## src/rtl/core_pkg.sv

```systemverilog
// Shared fetch-path types and constants: PC/instruction widths, the fetch
// buffer entry, and the PC-to-BRAM-word-address mapping.
package core_pkg;
  localparam int XLEN        = 64;
  localparam int IMEM_ADDR_W = 15;
  localparam int INSTR_W     = 32;
  localparam logic [XLEN-1:0] RESET_PC = 64'h0;

  typedef struct packed {
    logic [XLEN-1:0]    pc;
    logic [INSTR_W-1:0] instr;
    logic               misalign;
  } fetch_entry_t;

  // Only the word-select bits reach the BRAM, so fetch wraps at 2^(IMEM_ADDR_W+2) bytes.
  function automatic logic [IMEM_ADDR_W-1:0] pc_to_waddr(input logic [XLEN-1:0] pc);
    return pc[IMEM_ADDR_W+1:2];
  endfunction
endpackage

```

## src/rtl/fetch_fifo.sv

```systemverilog
// Synchronous fetch buffer of fetch_entry_t with flush, registered head and
// occupancy count. Depth need not be a power of two.
module fetch_fifo
  import core_pkg::*;
#(
  parameter int DEPTH = 3,
  parameter int CW    = $clog2(DEPTH+1)
) (
  input  logic         clk,
  input  logic         rst_n,
  input  logic         flush,
  input  logic         push,
  input  fetch_entry_t push_data,
  input  logic         pop,
  output fetch_entry_t head,
  output logic         head_valid,
  output logic [CW-1:0] count
);
  localparam int PW = (DEPTH > 1) ? $clog2(DEPTH) : 1;

  fetch_entry_t      mem_q [DEPTH];
  fetch_entry_t      mem_d [DEPTH];
  logic [PW-1:0]     wr_ptr_q, wr_ptr_d, rd_ptr_q, rd_ptr_d;
  logic [CW-1:0]     count_q, count_d;
  logic              do_push, do_pop;

  function automatic logic [PW-1:0] next_ptr(input logic [PW-1:0] p);
    return (p == PW'(DEPTH-1)) ? '0 : p + 1'b1;
  endfunction

  always_comb begin
    do_pop   = pop && (count_q != '0);
    do_push  = push && ((count_q != CW'(DEPTH)) || do_pop);
    mem_d    = mem_q;
    wr_ptr_d = wr_ptr_q;
    rd_ptr_d = rd_ptr_q;
    count_d  = count_q;
    if (flush) begin
      wr_ptr_d = '0;
      rd_ptr_d = '0;
      count_d  = '0;
    end else begin
      if (do_push) begin
        mem_d[wr_ptr_q] = push_data;
        wr_ptr_d        = next_ptr(wr_ptr_q);
      end
      if (do_pop) rd_ptr_d = next_ptr(rd_ptr_q);
      count_d = count_q + CW'(do_push) - CW'(do_pop);
    end
  end

  always_ff @(posedge clk or negedge rst_n) begin
    if (!rst_n) begin
      for (int i = 0; i < DEPTH; i++) mem_q[i] <= '0;
      wr_ptr_q <= '0;
      rd_ptr_q <= '0;
      count_q  <= '0;
    end else begin
      mem_q    <= mem_d;
      wr_ptr_q <= wr_ptr_d;
      rd_ptr_q <= rd_ptr_d;
      count_q  <= count_d;
    end
  end

  assign head       = mem_q[rd_ptr_q];
  assign head_valid = (count_q != '0);
  assign count      = count_q;
endmodule

```

## src/rtl/fetch_unit.sv

```systemverilog
// Instruction fetch: PC, BRAM address, in-flight tracking, redirect, fetch buffer.
// Optional FETCH_MISALIGN_CHECK_EN turns misaligned redirects into a marker entry plus halt.
module fetch_unit
  import core_pkg::*;
#(
  parameter int              FIFO_DEPTH = 3,
  parameter logic [XLEN-1:0] RST_PC     = RESET_PC
) (
  input  logic                   clk,
  input  logic                   rst_n,
  output logic [IMEM_ADDR_W-1:0] imem_addr,
  input  logic [INSTR_W-1:0]     imem_rdata,
  input  logic                   redirect_valid,
  input  logic [XLEN-1:0]        redirect_pc,
  output logic                   out_valid,
  input  logic                   out_ready,
  output logic [XLEN-1:0]        out_pc,
  output logic [INSTR_W-1:0]     out_instr,
  output logic                   out_misalign
);
  localparam int CW = $clog2(FIFO_DEPTH+1);

  logic [XLEN-1:0] pc_q, pc_d, inflight_pc_q, inflight_pc_d;
  logic            inflight_q, inflight_d;
  logic [CW-1:0]   count;
  logic [CW:0]     outstanding;
  logic            issue, push, pop;
  fetch_entry_t    push_data, head;
`ifdef FETCH_MISALIGN_CHECK_EN
  logic            halt_q, halt_d, mis_pend_q, mis_pend_d, redir_mis;
`endif

  always_comb begin
    outstanding   = {1'b0, count} + {{CW{1'b0}}, inflight_q};
    // Issue depends only on registered state so out_ready never reaches imem_addr.
    issue         = !redirect_valid && (outstanding < (CW+1)'(FIFO_DEPTH));
    push          = inflight_q && !redirect_valid;
    push_data     = '{pc: inflight_pc_q, instr: imem_rdata, misalign: 1'b0};
    pc_d          = issue ? pc_q + XLEN'(4) : pc_q;
    inflight_d    = issue;
    inflight_pc_d = pc_q;
`ifdef FETCH_MISALIGN_CHECK_EN
    redir_mis     = redirect_valid && (redirect_pc[1:0] != 2'b00);
    halt_d        = redirect_valid ? redir_mis : halt_q;
    mis_pend_d    = redir_mis;
    if (halt_q) begin
      issue      = 1'b0;
      pc_d       = pc_q;
      inflight_d = 1'b0;
    end
    if (mis_pend_q && !redirect_valid) begin
      push      = 1'b1;
      push_data = '{pc: pc_q, instr: '0, misalign: 1'b1};
    end
    if (redirect_valid) pc_d = redirect_pc;
`else
    if (redirect_valid) pc_d = redirect_pc & ~XLEN'(3);
`endif
  end

  always_ff @(posedge clk or negedge rst_n) begin
    if (!rst_n) begin
      pc_q          <= RST_PC;
      inflight_q    <= 1'b0;
      inflight_pc_q <= '0;
    end else begin
      pc_q          <= pc_d;
      inflight_q    <= inflight_d;
      inflight_pc_q <= inflight_pc_d;
    end
  end

`ifdef FETCH_MISALIGN_CHECK_EN
  always_ff @(posedge clk or negedge rst_n) begin
    if (!rst_n) begin
      halt_q     <= 1'b0;
      mis_pend_q <= 1'b0;
    end else begin
      halt_q     <= halt_d;
      mis_pend_q <= mis_pend_d;
    end
  end
`endif

  assign pop = out_valid && out_ready;

  fetch_fifo #(.DEPTH(FIFO_DEPTH), .CW(CW)) u_fifo (
    .clk        (clk),
    .rst_n      (rst_n),
    .flush      (redirect_valid),
    .push       (push),
    .push_data  (push_data),
    .pop        (pop),
    .head       (head),
    .head_valid (out_valid),
    .count      (count)
  );

  assign imem_addr = pc_to_waddr(pc_q);
  assign out_pc    = head.pc;
  assign out_instr = head.instr;
  // Without the check every pushed misalign bit is 0, so this stays low.
  assign out_misalign = head.misalign;
endmodule

```

## config.mk

```make
export PLATFORM = sky130hd
export DESIGN_NAME = fetch_unit
export DESIGN_NICKNAME = d
export VERILOG_FILES = /design/src/rtl/core_pkg.sv /design/src/rtl/fetch_fifo.sv /design/src/rtl/fetch_unit.sv
export SDC_FILE = /design/constraint.sdc
export NUM_CORES = 1
export LEC_CHECK = 0
export CORE_MARGIN = 2
export CORE_UTILIZATION = 40
export DETAILED_ROUTE_END_ITERATION = 10
export MAX_ROUTING_LAYER = met4
export SYNTH_ARGS = -nofsm -noshare
export SYNTH_HDL_FRONTEND = slang
export SYNTH_SLANG_ARGS = --single-unit
```

## constraint.sdc

```tcl
create_clock -name clk -period 2.5 [get_ports clk]
set_input_delay 0.5 -clock clk [delete_from_list [all_inputs] [get_ports clk]]
set_output_delay 0.5 -clock clk [all_outputs]
set_load 0.005 [all_outputs]
```

==> metrics.txt, run 1 <==
yosys warns 0; Die W 217 um; Worst EP required 2.00 ns; status finished with violations; failing checks negative setup slack; Crit. End Element output pin; 1st-pass router iterations 4; Worst EP arrival 2.13 ns; Die Y-Extent 217 um; sequential fraction of the synthesis area 57.1%; placed cell area 21500 um^2; DR WL/cell 20.2 um; clk buf depth 3; peak fanout along the critical path 7; count of different cell masters after synthesis 48; number of flops mapped to enable cells by yosys 0; CTS sink count 413; Routed Antenna Nets 0; DP Cell Count 2263; DR iter-0 viols 606; PwrDens 1060 nW/um^2; # DRC 0; die area 47000 um^2; initial antenna violation count 2; core area 44400 um^2; area of the multi-input gates 7870 um^2; Max Freq 0.380 GHz; IO Port Bufs 207; post-route clock period utilization 105%; RSZ-0062 raised after global routing true; final net count 1884; final worst setup slack -0.130 ns; # rows 77; Yosys reg bits 413; clk slew on worst S/H paths 0.06 ns; Clock Latency Late Sink 0.59 ns; Fillers 3825; Initial Util 40.8%; Hold Path Class in2async; skew final 0.0288 ns; fin. max-slew vios 0; main area contributors after synthesis dfrtp_1, mux2_2, mux2i_1, o21ai_0, nand2_1; WS Path Type reg2out; vias per cell 5.25; maxcap violations 0; Hold Vio Cnt, Final 0; syn avg cell area 12.3 um^2; H-Tree Depth 2; area grow syn2layout 33.1%; Slew Limit Headroom 50.8%; layout cells sized above 1 40.9%; most instantiated cells after synthesis dfrtp_1, mux2_2, nand2_1; cell accounting for the most synthesized area dfrtp_1; io pins 213; startpoint types register; DR vias 12700; worst-margin pin slew 0.738 ns; Num CTS Buffers 46; LEAKAGE 10.3 nW; final WL 48.6 mm; Post-synth top flop dfrtp_1; grt total ovfl 0; first-pass GRT wire length 76.1 mm; final instance area 24100 um^2; Mapped Cells 1476; CTS tree yes; flip-flop and latch area 10300 um^2; Max VDD drop 0.000537 V; synthesized area 18100 um^2; DP HPWL 30.9 mm; final core utilization 54.3%; root buf cell clkbuf_16; Post-synth ARST share 100%; GPL Wtd Cong 0.836; largest net degree at the start of global routing 83; WHS 0.385 ns; minimum clock period 2.63 ns; Non-Filler Instances 2410; Total Routing Usage GR 21.4%; share of the synthesized area in the top cell type 57.1%; number of global-route vias before repair 13200; top-count cell post-synth dfrtp_1; endpoints failing setup 40
==> path summary, 6_finish.rpt <==
kind	start	endpoint	slack, ns	cells past startpoint
setup / recovery	u_fifo.rd_ptr_q[1]	out_pc[46]	-0.13	9
hold / removal	rst_n	inflight_pc_q[9]	0.38	2
setup reg to reg	u_fifo.count[0]	inflight_pc_d[48]	0.06	7
hold reg to reg	inflight_pc_d[34]	inflight_pc_q[34]	0.42	0
max in group asynchronous	rst_n	u_fifo.mem_q[76]	1.29	4
min in group clk	inflight_pc_d[34]	inflight_pc_q[34]	0.42	0
==> registers in the layout, summed over array words and instances (netlist names) <==
signal and count:
u_fifo.mem_q 282, inflight_pc_d 62, inflight_pc_q 62, u_fifo.count 2
u_fifo.rd_ptr_q 2, u_fifo.wr_ptr_q 2, inflight_q 1
==> stage by stage <==
stage / setup WS [ns] / TNS [ns] / total power, W
floorplan: -0.00715 / -0.00715 / 0.0143
global placement: 0.0513 / 0 / 0.0182
detailed placement: 0.00102 / 0 / 0.0185
CTS: -0.167 / -3.55 / 0.0253
global route: -0.205 / -6.56 / 0.0270
finish: -0.130 / -1.34 / 0.0255
==> cell type report <==
class | count | area share (%)
sequential | 413 | 42.9
multi-input combinational | 948 | 32.7
timing repair buffer | 357 | 14.9
clock buffer | 78 | 5.86
tap | 592 | 3.07
clock inverter | 7 | 0.343
inverter | 13 | 0.202
antenna | 2 | 0.0208
==> critical path, cell delays in order, from the launching register on <==
cell	delay [ns]
dfrtp_4	0.53
nor2b_4	0.20
buf_6	0.14
buf_12	0.10
buf_12	0.10
buf_12	0.13
buf_6	0.11
nand2_4	0.05
o21ai_4	0.07
buf_2	0.14
==> kinds of logic (layout without fill, tap and decap cells) <==
kind of cell	after synthesis	count (layout)	share of synthesized area, %
flip-flops	413	413	57.1
multiplexers	382	382	23.1
AND/OR/NAND/NOR	340	342	9.27
AO/OA/AOI/OAI	189	189	5.91
buffers and inverters	119	455	3.01
XOR/XNOR	27	27	1.31
adder cells (fa/ha/maj)	5	5	0.345
other	1	5	0.0207
==> per-layer routing <==
layer | GRT usage (%) | share of wire, %
met3 | 3.40 | 3.8
met1 | 28.6 | 46
met2 | 34.2 | 48
met5 | - | 0
met4 | 5.91 | 2.2
==> timing repair <==
item | in CTS | in global routing
hold buffers | 1 | 0
buffers inserted | 41 | 17
endpoints found under the setup margin | 96 | 102
gates resized for setup | 580 | 141
pin swaps | 26 | 36
cloned | 10 | 4
hold endpoints to repair | 30 | 0
==> where the power goes <==
| group | internal, W | total (W) | leakage (nW) | switching, W |
|---|---|---|---|---|
| Clock | 0.00394 | 0.00664 | 0.731 | 0.00270 |
| Combinational | 0.00468 | 0.00827 | 4.56 | 0.00359 |
| Sequential | 0.00915 | 0.0106 | 4.97 | 0.00146 |
==> layout by cell type (no fill, tap or decap), types with 12 or more instances in the layout <==
cell	instances
dfrtp_1	411
mux2_2	283
clkdlybuf4s50_1	111
nand2_1	102
buf_2	93
mux2i_1	89
buf_4	65
o21ai_2	59
clkbuf_16	49
nor2_1	47
buf_12	44
o21ai_0	37
nand2_2	34
o21ai_1	33
a31oi_1	26
buf_6	26
nand2_4	21
xnor2_1	21
nand3_1	19
clkbuf_1	19
nand4_1	18
or4_1	17
nor4_1	16
o31ai_1	16
inv_1	12
clkbuf_8	12
Power figures use the tool's default switching activity.
==> inputs of run 2 (changes only) <==
--- a/config.mk
+++ b/config.mk
@@ -5,6 +5,7 @@
 export SDC_FILE = /design/constraint.sdc
 export NUM_CORES = 1
 export LEC_CHECK = 0
+export CAP_MARGIN = 10
 export CORE_MARGIN = 2
 export CORE_UTILIZATION = 40
 export DETAILED_ROUTE_END_ITERATION = 10
==> results of run 2 <==
No change in the layout: final DEF, timing and power equal those of run 1.
